**config.mk**
```make
export PLATFORM = sky130hd
export DESIGN_NAME = sa_result_reader
export DESIGN_NICKNAME = d
export VERILOG_FILES = /design/src/rtl/sa_result_reader.sv
export SDC_FILE = /design/constraint.sdc
export NUM_CORES = 1
export LEC_CHECK = 0
export ABC_AREA = 1
export CAP_MARGIN = 20
export CORE_ASPECT_RATIO = 0.75
export CORE_MARGIN = 1
export CORE_UTILIZATION = 45
export DETAILED_ROUTE_END_ITERATION = 8
export DONT_BUFFER_PORTS = 1
export PLACE_DENSITY = 0.66
export REMOVE_ABC_BUFFERS = 1
export SYNTH_ARGS = -nofsm -noshare
export SYNTH_HDL_FRONTEND = slang
export SYNTH_SLANG_ARGS = --single-unit
```
**constraint.sdc**
```tcl
create_clock -name clk -period 7.4 [get_ports clk]
set_input_delay 0.37 -clock clk [delete_from_list [all_inputs] [get_ports clk]]
set_output_delay 0.37 -clock clk [all_outputs]
set_load 0.05 [all_outputs]
```
**src/rtl/sa_result_reader.sv**
```systemverilog
// Readback path from the systolic array bottom outputs to the core DMA input.
// Rows are captured into a small FIFO and returned as two 32-bit words per row.
module sa_result_reader #(
    parameter logic [7:0] CAP_ADDR  = 8'h0A,
    parameter logic [7:0] READ_ADDR = 8'h0C,
    parameter logic [7:0] CLR_ADDR  = 8'h0E,
    parameter logic [7:0] CAP_ROWS  = 8'd7,
    parameter int         DEPTH     = 8
) (
    input  logic                     clk,
    input  logic                     rst,
    input  logic                     uart_rw,
    input  logic [7:0]               uart_in,
    input  logic                     ps_valid,
    input  logic [15:0]              ps_in0,
    input  logic [15:0]              ps_in1,
    input  logic [15:0]              ps_in2,
    input  logic [15:0]              ps_in3,
    output logic [31:0]              dma_out,
    output logic                     dma_valid,
    output logic [$clog2(DEPTH):0]   fifo_count,
    output logic                     capturing,
    output logic                     overflow,
    output logic                     underflow
);

    localparam int PW = $clog2(DEPTH);
    localparam int CW = PW + 1;
    localparam logic [PW-1:0] PTR_ONE  = PW'(1);
    localparam logic [CW-1:0] CNT_ONE  = CW'(1);
    localparam logic [CW-1:0] FULL_CNT = CW'(DEPTH);

    typedef enum logic {LO, HI} rd_state_e;

    rd_state_e   state_q, state_d;
    logic [PW-1:0] wr_ptr_q, wr_ptr_d, rd_ptr_q, rd_ptr_d;
    logic [CW-1:0] count_q, count_d;
    logic [7:0]    cap_rem_q, cap_rem_d;
    logic          capturing_q;
    logic          overflow_q, overflow_d;
    logic          underflow_q, underflow_d;
    logic [31:0]   dma_out_q, dma_out_d;
    logic          dma_valid_q, dma_valid_d;
    logic [63:0]   mem_q [DEPTH];

    logic        cmd_cap, cmd_read, cmd_clr;
    logic        push_req, push_ok, pop;
    logic [63:0] row_in, head;

    assign cmd_cap  = uart_rw && (uart_in == CAP_ADDR);
    assign cmd_read = uart_rw && (uart_in == READ_ADDR);
    assign cmd_clr  = uart_rw && (uart_in == CLR_ADDR);
    assign row_in   = {ps_in3, ps_in2, ps_in1, ps_in0};
    assign head     = mem_q[rd_ptr_q];
    assign push_req = (cap_rem_q != 8'd0) && ps_valid;

    always_comb begin
        state_d     = state_q;
        wr_ptr_d    = wr_ptr_q;
        rd_ptr_d    = rd_ptr_q;
        count_d     = count_q;
        cap_rem_d   = cap_rem_q;
        overflow_d  = overflow_q;
        underflow_d = underflow_q;
        dma_out_d   = dma_out_q;
        dma_valid_d = 1'b0;
        push_ok     = 1'b0;
        pop         = 1'b0;

        if (cmd_clr) begin
            state_d     = LO;
            wr_ptr_d    = '0;
            rd_ptr_d    = '0;
            count_d     = '0;
            cap_rem_d   = 8'd0;
            overflow_d  = 1'b0;
            underflow_d = 1'b0;
            dma_out_d   = 32'd0;
        end else begin
            case (state_q)
                LO: begin
                    if (cmd_read) begin
                        if (count_q != '0) begin
                            dma_out_d   = head[31:0];
                            dma_valid_d = 1'b1;
                            state_d     = HI;
                        end else begin
                            underflow_d = 1'b1;
                        end
                    end
                end
                HI: begin
                    if (cmd_read) begin
                        dma_out_d   = head[63:32];
                        dma_valid_d = 1'b1;
                        state_d     = LO;
                        pop         = 1'b1;
                    end
                end
                default: state_d = LO;
            endcase

            // A full FIFO still accepts a row when the head leaves in the same cycle.
            if (push_req) begin
                if ((count_q != FULL_CNT) || pop) begin
                    push_ok = 1'b1;
                end else begin
                    overflow_d = 1'b1;
                end
            end

            if (cmd_cap) begin
                cap_rem_d = CAP_ROWS;
            end else if (push_req) begin
                cap_rem_d = cap_rem_q - 8'd1;
            end

            if (push_ok) begin
                wr_ptr_d = wr_ptr_q + PTR_ONE;
            end
            if (pop) begin
                rd_ptr_d = rd_ptr_q + PTR_ONE;
            end
            if (push_ok && !pop) begin
                count_d = count_q + CNT_ONE;
            end else if (pop && !push_ok) begin
                count_d = count_q - CNT_ONE;
            end
        end
    end

    always_ff @(posedge clk) begin
        if (rst) begin
            state_q     <= LO;
            wr_ptr_q    <= '0;
            rd_ptr_q    <= '0;
            count_q     <= '0;
            cap_rem_q   <= 8'd0;
            capturing_q <= 1'b0;
            overflow_q  <= 1'b0;
            underflow_q <= 1'b0;
            dma_out_q   <= 32'd0;
            dma_valid_q <= 1'b0;
        end else begin
            state_q     <= state_d;
            wr_ptr_q    <= wr_ptr_d;
            rd_ptr_q    <= rd_ptr_d;
            count_q     <= count_d;
            cap_rem_q   <= cap_rem_d;
            capturing_q <= (cap_rem_d != 8'd0);
            overflow_q  <= overflow_d;
            underflow_q <= underflow_d;
            dma_out_q   <= dma_out_d;
            dma_valid_q <= dma_valid_d;
        end
    end

    // Row storage needs no reset: only entries between the pointers are ever read.
    always_ff @(posedge clk) begin
        if (!rst && push_ok) begin
            mem_q[wr_ptr_q] <= row_in;
        end
    end

    assign dma_out    = dma_out_q;
    assign dma_valid  = dma_valid_q;
    assign fifo_count = count_q;
    assign capturing  = capturing_q;
    assign overflow   = overflow_q;
    assign underflow  = underflow_q;

endmodule

```
==> results of run 1 <==
-- path summary, 6_finish.rpt --
check	startpoint	endpoint	slack, ns	cells past startpoint
max reg2reg	flop	dma_out[5]	3.60	8
max	flop	dma_out[5]	3.60	8
min reg2reg	rd_ptr_q[2]	flop	0.46	2
min	uart_in[2]	cap_rem_q[1]	0.04	3
-- final cells by class --
type | count | share of cell area, %
Antenna cell | 3 | 0.0294
Clock buffer | 80 | 5.91
Clock inverter | 21 | 1.02
Inverter | 67 | 1.01
Multi-Input combinational cell | 1053 | 20.6
Sequential cell | 570 | 64.9
Tap cell | 648 | 3.18
Timing Repair Buffer | 91 | 3.40
-- power breakdown --
part	internal, W	switching [W]
Combinational	0.000228	0.000497
Sequential	0.00372	0.000109
Clock	0.00159	0.00116
Total	0.00554	0.00176
-- sequential cells by signal, summed over array words and instances (netlist names), named ones only --
| name | cells |
|---|---|
| rd_ptr_q | 3 |
| capturing | 1 |
| dma_valid | 1 |
| underflow | 1 |
| state_q | 1 |
| overflow | 1 |
| fifo_count | 4 |
| mem_q | 512 |
| wr_ptr_q | 3 |
| cap_rem_q | 8 |
| dma_out | 32 |
-- layer usage --
metal	track usage, %	vias to the layer above
met5	0	-
met3	3.50	73
met4	5.13	4
li1	-	6628
met2	32.7	392
met1	29.4	7031
-- worst max-delay path, stage by stage, from the launching register on --
cell	delay [ns]
dfxtp_4	0.88
buf_4	0.84
buf_4	0.87
o21ai_0	0.23
o211ai_1	0.35
nand3_1	0.12
nand3_1	0.08
o211ai_1	0.10
inv_1	0.09
-- stage by stage --
stage	utilization (%)	power [W]	instance area (um^2)	setup slack, ns	instances
floorplan	-	0.00438	22000	-0.981	1690
global placement	46.9	0.00453	23000	3.75	2362
detailed placement	47.0	0.00456	23100	3.67	2363
CTS	51.9	0.00735	25500	3.65	2530
global route	51.9	0.00760	25500	3.34	2532
finish	51.9	0.00730	25500	3.60	2533
-- kinds of logic after synthesis --
| logic type | after synthesis | share of synthesized area (%) |
|---|---|---|
| AOI/OAI and AO/OA | 438 | 11.5 |
| xor gates and xnor gates | 6 | 0.233 |
| adders and majority gates | 8 | 0.477 |
| buffers and inverters | 182 | 3.72 |
| DFF | 570 | 73.3 |
| and+or+nand+nor | 601 | 10.7 |
-- timing repair --
item,4_1_cts,5_1_grt
hold buffers,66,0
gates resized for setup,0,0
hold endpoints to repair,520,0
setup endpoints to repair,0,0
-- cells in the final DEF (no fill, tap or decap), types with 9 or more instances in the layout --
master,count
dlygate4sd3_1,66
clkinv_2,9
buf_4,24
o211ai_1,160
dfxtp_1,54
o21ai_0,233
inv_1,63
nand3_1,108
clkbuf_16,54
o21ai_1,31
nor2_1,413
clkbuf_1,20
nand2_1,62
a21oi_1,10
edfxtp_1,512
==> out/results.txt, run 1 <==
The final period demand of the worst path was 3.80 ns. The run gives 7 as the detailed-routing iteration count for the pre-antenna-repair pass. The synthesized design spends more area on one cell type than any other, namely edfxtp_1. For this design the static power due to leakage is 8.56 nW.

The initial standard-cell utilization of the core came out at 45.9%. After synthesis, the cell types taking the most area are edfxtp_1 68%, nor2_1 6.9%, o211ai_1 5.3%. The clock drives 570 sinks. The top routing layer in use was met5. The logs give 0.59 ns for the insertion delay of the later-clocked pin in the worst-skew pair and 0 for the post-CTS setup buffer count. Once detailed placement completed, the half-perimeter wirelength came to 26,100 um.

At the pin with the least slew margin, the transition time is 1.07 ns. The max-capacitance violation count was 0. The final hold violation count was 0; the power density normalized to cell area was 286 nW/um^2.

Wires add up to 52,000 um. The tools report the summed negative setup slack over all endpoints as 0 ns. The per-cell via count in the routed design came out at 5.58. The detailed router placed 14,100 vias in this run. Number of enable-type register cells in the synthesized netlist: 512.

The run gives 3 as the largest buffer count on any clock path. The detailed router finished its first iteration with 1,273 violations. Most instantiated flip-flop cell in the synthesis netlist: edfxtp_1.

The cell count after synthesis came out at 1,805. The tools report the final antenna-violating net count as 0. The floorplan step set the die width to 261 um. The normalized max-slew margin came out at 28.8%.

The run gives 0 as the final-report setup violation count. The tools report the clock tree root buffer cell as clkbuf_16. For the worst setup path, the data arrival time is 4.32 ns. Ranked by instance count, the synthesized netlist is headed by 512 x edfxtp_1, 417 x nor2_1, 233 x o21ai_0. For the first-pass GRT wire length, the log shows 80,800 um. Wire segments on met2 add up to 24,500 um in the final route. Leading cell type by number of instances after synthesis: edfxtp_1.

The sequential cell area is 16,500 um^2, and the die area is 51,100 um^2. The category of the worst setup path capture point was a flop. The tightest hold path in the finished design has a slack of 0.0441 ns. The synthesized netlist contains 33 unique library cells. The number of fill cells in the layout is 4,076, and the post-synthesis cell area is 22,600 um^2.

Derived from the worst setup path, the maximum achievable clock frequency is 263 MHz. Launching element type of the critical path: a flop. The maximum net fanout on the critical path works out to 98. Via count of the first global-routing pass: 13,600.

The boundary pin count was 116. TritonCTS built the clock tree. Across the VDD grid, the largest voltage drop is 200 uV.

The run gives 0 as the yosys synthesis warning count. The number of nets in the final layout is 1,921. The flow ran to the end, but the final reports show violations.

The worst path uses 51.4% of the clock period. Across every metal layer, demand over resource in global routing totals 20.6%. Mean instance size in the synthesized netlist: 12.5 um^2.

The checks that failed: DRC. The sequential fraction of the synthesis area is 73.3%, and the site row count is 70. At the end of routability-driven placement, the weighted congestion stood at 0.754. The number of max-slew violations in the final report came out at 0.

Area fraction of the dominant cell type after synthesis: 68.1%. After detailed routing, the wire length on met1 is 23,400 um. The initial antenna violation count came out at 5. Worst clock skew: 0.0232 ns. The die extent in y came out at 196 um.

After synthesis the netlist holds a flip-flop and latch count of 570. In the routed design, unresolved DRC markers number 16. The logs give 3060 um for the routed wire length on met3 and 99 for the largest net degree at the start of global routing.

The core region is 49,100 um^2. The clock-pin slew of the registers on the worst-case setup and hold paths was 0.06 ns; the number of input and output port buffers inserted was 0. The share of final-layout standard cells stronger than drive strength 1 was 6.80%; the total overflow reported by the global router was 0.

The data required time of the critical path came out at 7.92 ns. Clock tree synthesis inserted a total of 54 buffers. Counting flops with an async set or reset pin after synthesis yields a share of 0%.

In the final layout, the multi-input gates occupy 5250 um^2. Setup repair after global routing left no endpoint under its margin. The area growth from synthesis to layout is 13.1%. The path type of the worst setup path is reg -> reg. The type of the tightest min-delay check is in -> reg. CTS H-tree depth: 2. The average wire per cell in the routed design works out to 20.5 um.
Note: power is estimated with default switching activity, not from simulation.
==> run 2, diff against run 1 <==
--- a/config.mk
+++ b/config.mk
@@ -5,14 +5,14 @@
 export SDC_FILE = /design/constraint.sdc
 export NUM_CORES = 1
 export LEC_CHECK = 0
-export ABC_AREA = 1
+export ABC_AREA = 0
 export CAP_MARGIN = 20
 export CORE_ASPECT_RATIO = 0.75
 export CORE_MARGIN = 1
 export CORE_UTILIZATION = 45
 export DETAILED_ROUTE_END_ITERATION = 8
 export DONT_BUFFER_PORTS = 1
-export PLACE_DENSITY = 0.66
+export PLACE_DENSITY = 0.68
 export REMOVE_ABC_BUFFERS = 1
 export SYNTH_ARGS = -nofsm -noshare
 export SYNTH_HDL_FRONTEND = slang
==> constraint.sdc (replaced) <==
create_clock -name clk -period 3.4 [get_ports clk]
set_input_delay 0.17 -clock clk [delete_from_list [all_inputs] [get_ports clk]]
set_output_delay 0.17 -clock clk [all_outputs]
set_load 0.05 [all_outputs]
==> run 2 against run 1 <==
- critical path type is now in -> reg
- count of clock-buffer cells in the layout is 7 lower
- flip-flop and latch count is the same
- first-iteration DRC count down 34%
- register-to-register slack worse by 3.1 ns
- global-route usage is 2.5 points lower
- non-clock buffer count up 10
- sequential share of layout area rose by 1.6 points
- the run now ends clean
- final cell count decreased by 30%
==> out/results.txt, run 2 <==
The total area inside the core boundary comes to 46,500 um^2. Measured on the finished design, the core utilization comes to 53.6%. Number of clock sinks seen by CTS: 570. The clock tree root buffer cell was clkbuf_16.

The net count of the finished layout is 1,189. The fmax is 312 MHz, and the CTS buffer count is 53. The run gives 846 as the starting DRC count in detailed routing. Final hold violation count: 0. The tools report the total number of vias as 10,200. For the worst path arrival time, the log shows 3.70 ns. The run gives 10,500 as the via count of the first global-routing pass. The congestion estimate from routability-driven global placement came to 0.766.

The worst path uses 94.4% of the clock period. TritonCTS built the clock tree. After routing the design area is 24,900 um^2. Synthesis produced a netlist whose cell count is 1,003. In this run the count of I/O pins placed on the die edge is 116. The H-tree was split into 2 levels.

The number of gates given a new drive strength after cts is 0, and the worst clock skew is 0.0183 ns. Number of logic stages on the critical path including buffering: 13. In the layout the commonest cells are 512 x edfxtp_1, 128 x mux4_2, 71 x dlygate4sd3_1, 64 x a22oi_1, 56 x dfxtp_1.

After detailed routing, the average wire length per cell comes to 23.9 um. The HPWL after detailed placement is 23,300 um. At the worst endpoint, the required time is 3.89 ns. Counting flops with an async set or reset pin after synthesis yields a share of 0%. After synthesis, the largest family of logic cells by area is multiplexers. Counting tap cells, the placed design contains a total of 1,608 instances. Entering global routing, the biggest net connects 65 pins. The detailed-routing iteration count for the pre-antenna-repair pass came out at 5. The worst stage delay on the critical path was 0.67 ns; the final routed wirelength across all metal layers was 42,500 um.

Traced cell by cell, the critical path runs through dlygate4sd3_1, nor4b_4, dlygate4sd3_1, nand4b_4, a311oi_4, ha_1, inv_1, ha_1, a21o_1, a21oi_1, xnor2_1, or3_1, a21oi_1. Cells with a size suffix above 1 make up 22.4% of the layout. Number of enable-type register cells in the synthesized netlist: 512. The first-pass GRT wire length was 65,300 um. Measured against its own limit, the worst slew margin works out to 38.5%. The leakage power figure is 7.76 nW, and the insertion delay of the later-clocked pin in the worst-skew pair is 0.57 ns. For the remaining design rule violation count, the log shows 0.

Most instantiated flip-flop cell in the synthesis netlist: edfxtp_1. The area added between synthesis and finish was 16.4%. Summed over all layers, the global routing overflow is 0. The biggest area contributor in the post-synthesis netlist is edfxtp_1. The final period demand of the worst path came out at 3.21 ns. The post-synthesis xor/xnor area fraction is 0.328%, and the post-synthesis cell area is 21,400 um^2. STA classifies the critical path startpoint as an input port. Measured in cells, the most critical reg-to-reg path has a length of 13. In this run the deepest clock path goes through 3 buffers. Summing the areas of all and, or, nand and nor instances in the mapped netlist gives 2.45% of the synthesized area. The register with the most flip-flops in the layout has 512 of them. Counting flops per register, the top entry is mem_q.

The slowest stage of the critical path belongs to the cell dlygate4sd3_1. Die extent in y: 191 um. The number of distinct library cell variants in the gate-level netlist after synthesis was 50; the final-report setup violation count was 0. The synthesized netlist devotes 4.31% of its cell area to compound gates. The path type of the worst setup path is in -> reg. Initial antenna violation count: 7.

The tools report the category of the worst setup path capture point as a flop. Setup repair after global routing left no endpoint under its margin. The number of buffers and inverters on the critical path is 3. The run gives 22,400 um^2 as the placed instance area.

The commonest cells after synthesis are 512 x edfxtp_1, 128 x mux4_2, 64 x a22oi_1. The clock-pin slew of the registers on the worst-case setup and hold paths works out to 0.06 ns. The tools report the number of max-slew violations in the final report as 0. In this run, synthesis produced a sequential element count of 570. Most common cell after layout, fill and taps aside: edfxtp_1.

Input and output buffers added on the ports amount to 0. The die is 254 um wide. Yosys instantiated no cell more often than edfxtp_1. VDD sags by at most 644 uV.

The per-cell via count in the routed design is 5.70. The maximum net fanout on the critical path was 5. The synthesized design devotes to its leading area cell type 71.9% of total area. Summing the sequential cell areas from Yosys gives 77.3% of the chip area.

The worst hold path passes through 3 cells. The flow ran to the end, and the final reports show no timing, DRC or antenna violations. The synthesized netlist devotes 0.503% of its cell area to adder and majority cells. Initial standard-cell utilization of the core: 46.0%. For the pin with the worst max-slew slack, the measured transition is 0.923 ns.

The floorplan has 68 rows. Once detail routing completed, the nets flagged for antenna violations numbered 0. Summed negative setup slack over all endpoints: 0 ns. The type of the tightest min-delay check was in -> reg. The floorplan step defined a die boundary enclosing 48,400 um^2. The yosys synthesis warning count was 0; the global routing usage summed across all routing layers was 18.0%. Share of cell area taken by muxes after synthesis: 13.9%. The cell family contributing the most delay on the critical path is buffers and inverters. The count of cells in the finished layout, fillers not included, comes to 1,780.

Yosys attributes the largest share of cell area to edfxtp_1 72%, mux4_2 13%, dfxtp_1 5.4%. Power spread over the standard cell area amounts to 626 nW/um^2. The tool flagged a number of max-cap violations equal to 0. A synthesized cell averages 21.3 um^2.
==> run 2: cell types whose count changed in the layout (fill, tap and decap cells not counted), moves of 31 or more <==
cell	before	now
a22oi_1	0	64
inv_1	63	8
nand3_1	108	3
nor2_1	413	23
mux4_2	0	128
a22o_1	0	32
o21ai_0	233	1
o21ai_1	31	0
o211ai_1	160	1
==> run 2: layout make-up <==
| type | count | area [um^2] |
|---|---|---|
| diodes | 3 | 7.51 |
| clock buffers | 73 | 1470 |
| clock inverters | 24 | 274 |
| fillers | 3546 | 21600 |
| inverters | 8 | 30.0 |
| multi-input cells | 371 | 4670 |
| flip-flops and latches | 570 | 16500 |
| well taps | 630 | 788 |
| repair buffers | 101 | 1110 |
==> run 2: worst min-delay path, delay by kind of cell <==
family / cells / cell delay (ns)
AO/OA/AOI/OAI: 1 / 0.07
AND/OR/NAND/NOR: 2 / 0.30
==> run 2: cell families after synthesis <==
logic type	Yosys count
AOI/OAI and AO/OA	118
xor gates and xnor gates	8
adders and majority gates	8
buffers and inverters	62
DFF	570
muxes	136
and+or+nand+nor	101
==> run 2: worst paths after layout <==
check,slack [ns],from,end
max reg2reg,0.45,cap_rem_q[0],fifo_count[3]
min,0.04,uart_in[0],cap_rem_q[0]
min reg2reg,0.48,rd_ptr_q[1],flop
max,0.19,uart_in[4],fifo_count[3]
==> run 2: through the flow <==
stage | total power [W] | worst slack (ns) | hold slack, ns
after floorplan | 0.00931 | -4.85 | 0.242
final | 0.0156 | 0.192 | 0.0382
after CTS | 0.0157 | 0.0926 | 0.00564
after global placement | 0.00959 | 0.490 | 0.248
after detailed placement | 0.00963 | 0.483 | 0.260
after global routing | 0.0162 | 0.0182 | 0.0628
==> run 2: where the power goes <==
part / switching (W) / leakage (nW) / internal, W
Combinational: 0.000827 / 1.83 / 0.000617
Clock: 0.00246 / 0.847 / 0.00348
Sequential: 0.000171 / 5.09 / 0.00803
Total: 0.00346 / 7.76 / 0.0121
==> run 2: per-layer routing <==
layer  up-vias  routed length (um)  track usage [%]
li1       4411                   -                -
met1      5377               18800             25.8
met2       294               20500             28.8
met3        62                2580             3.86
met4         8                 524             3.41
met5         -                  46                0
==> run 2: timing repair <==
action,CTS,global route
endpoints found under the setup margin,0,1
hold endpoints to repair,525,0
setup buffers,0,1
hold buffers,71,0
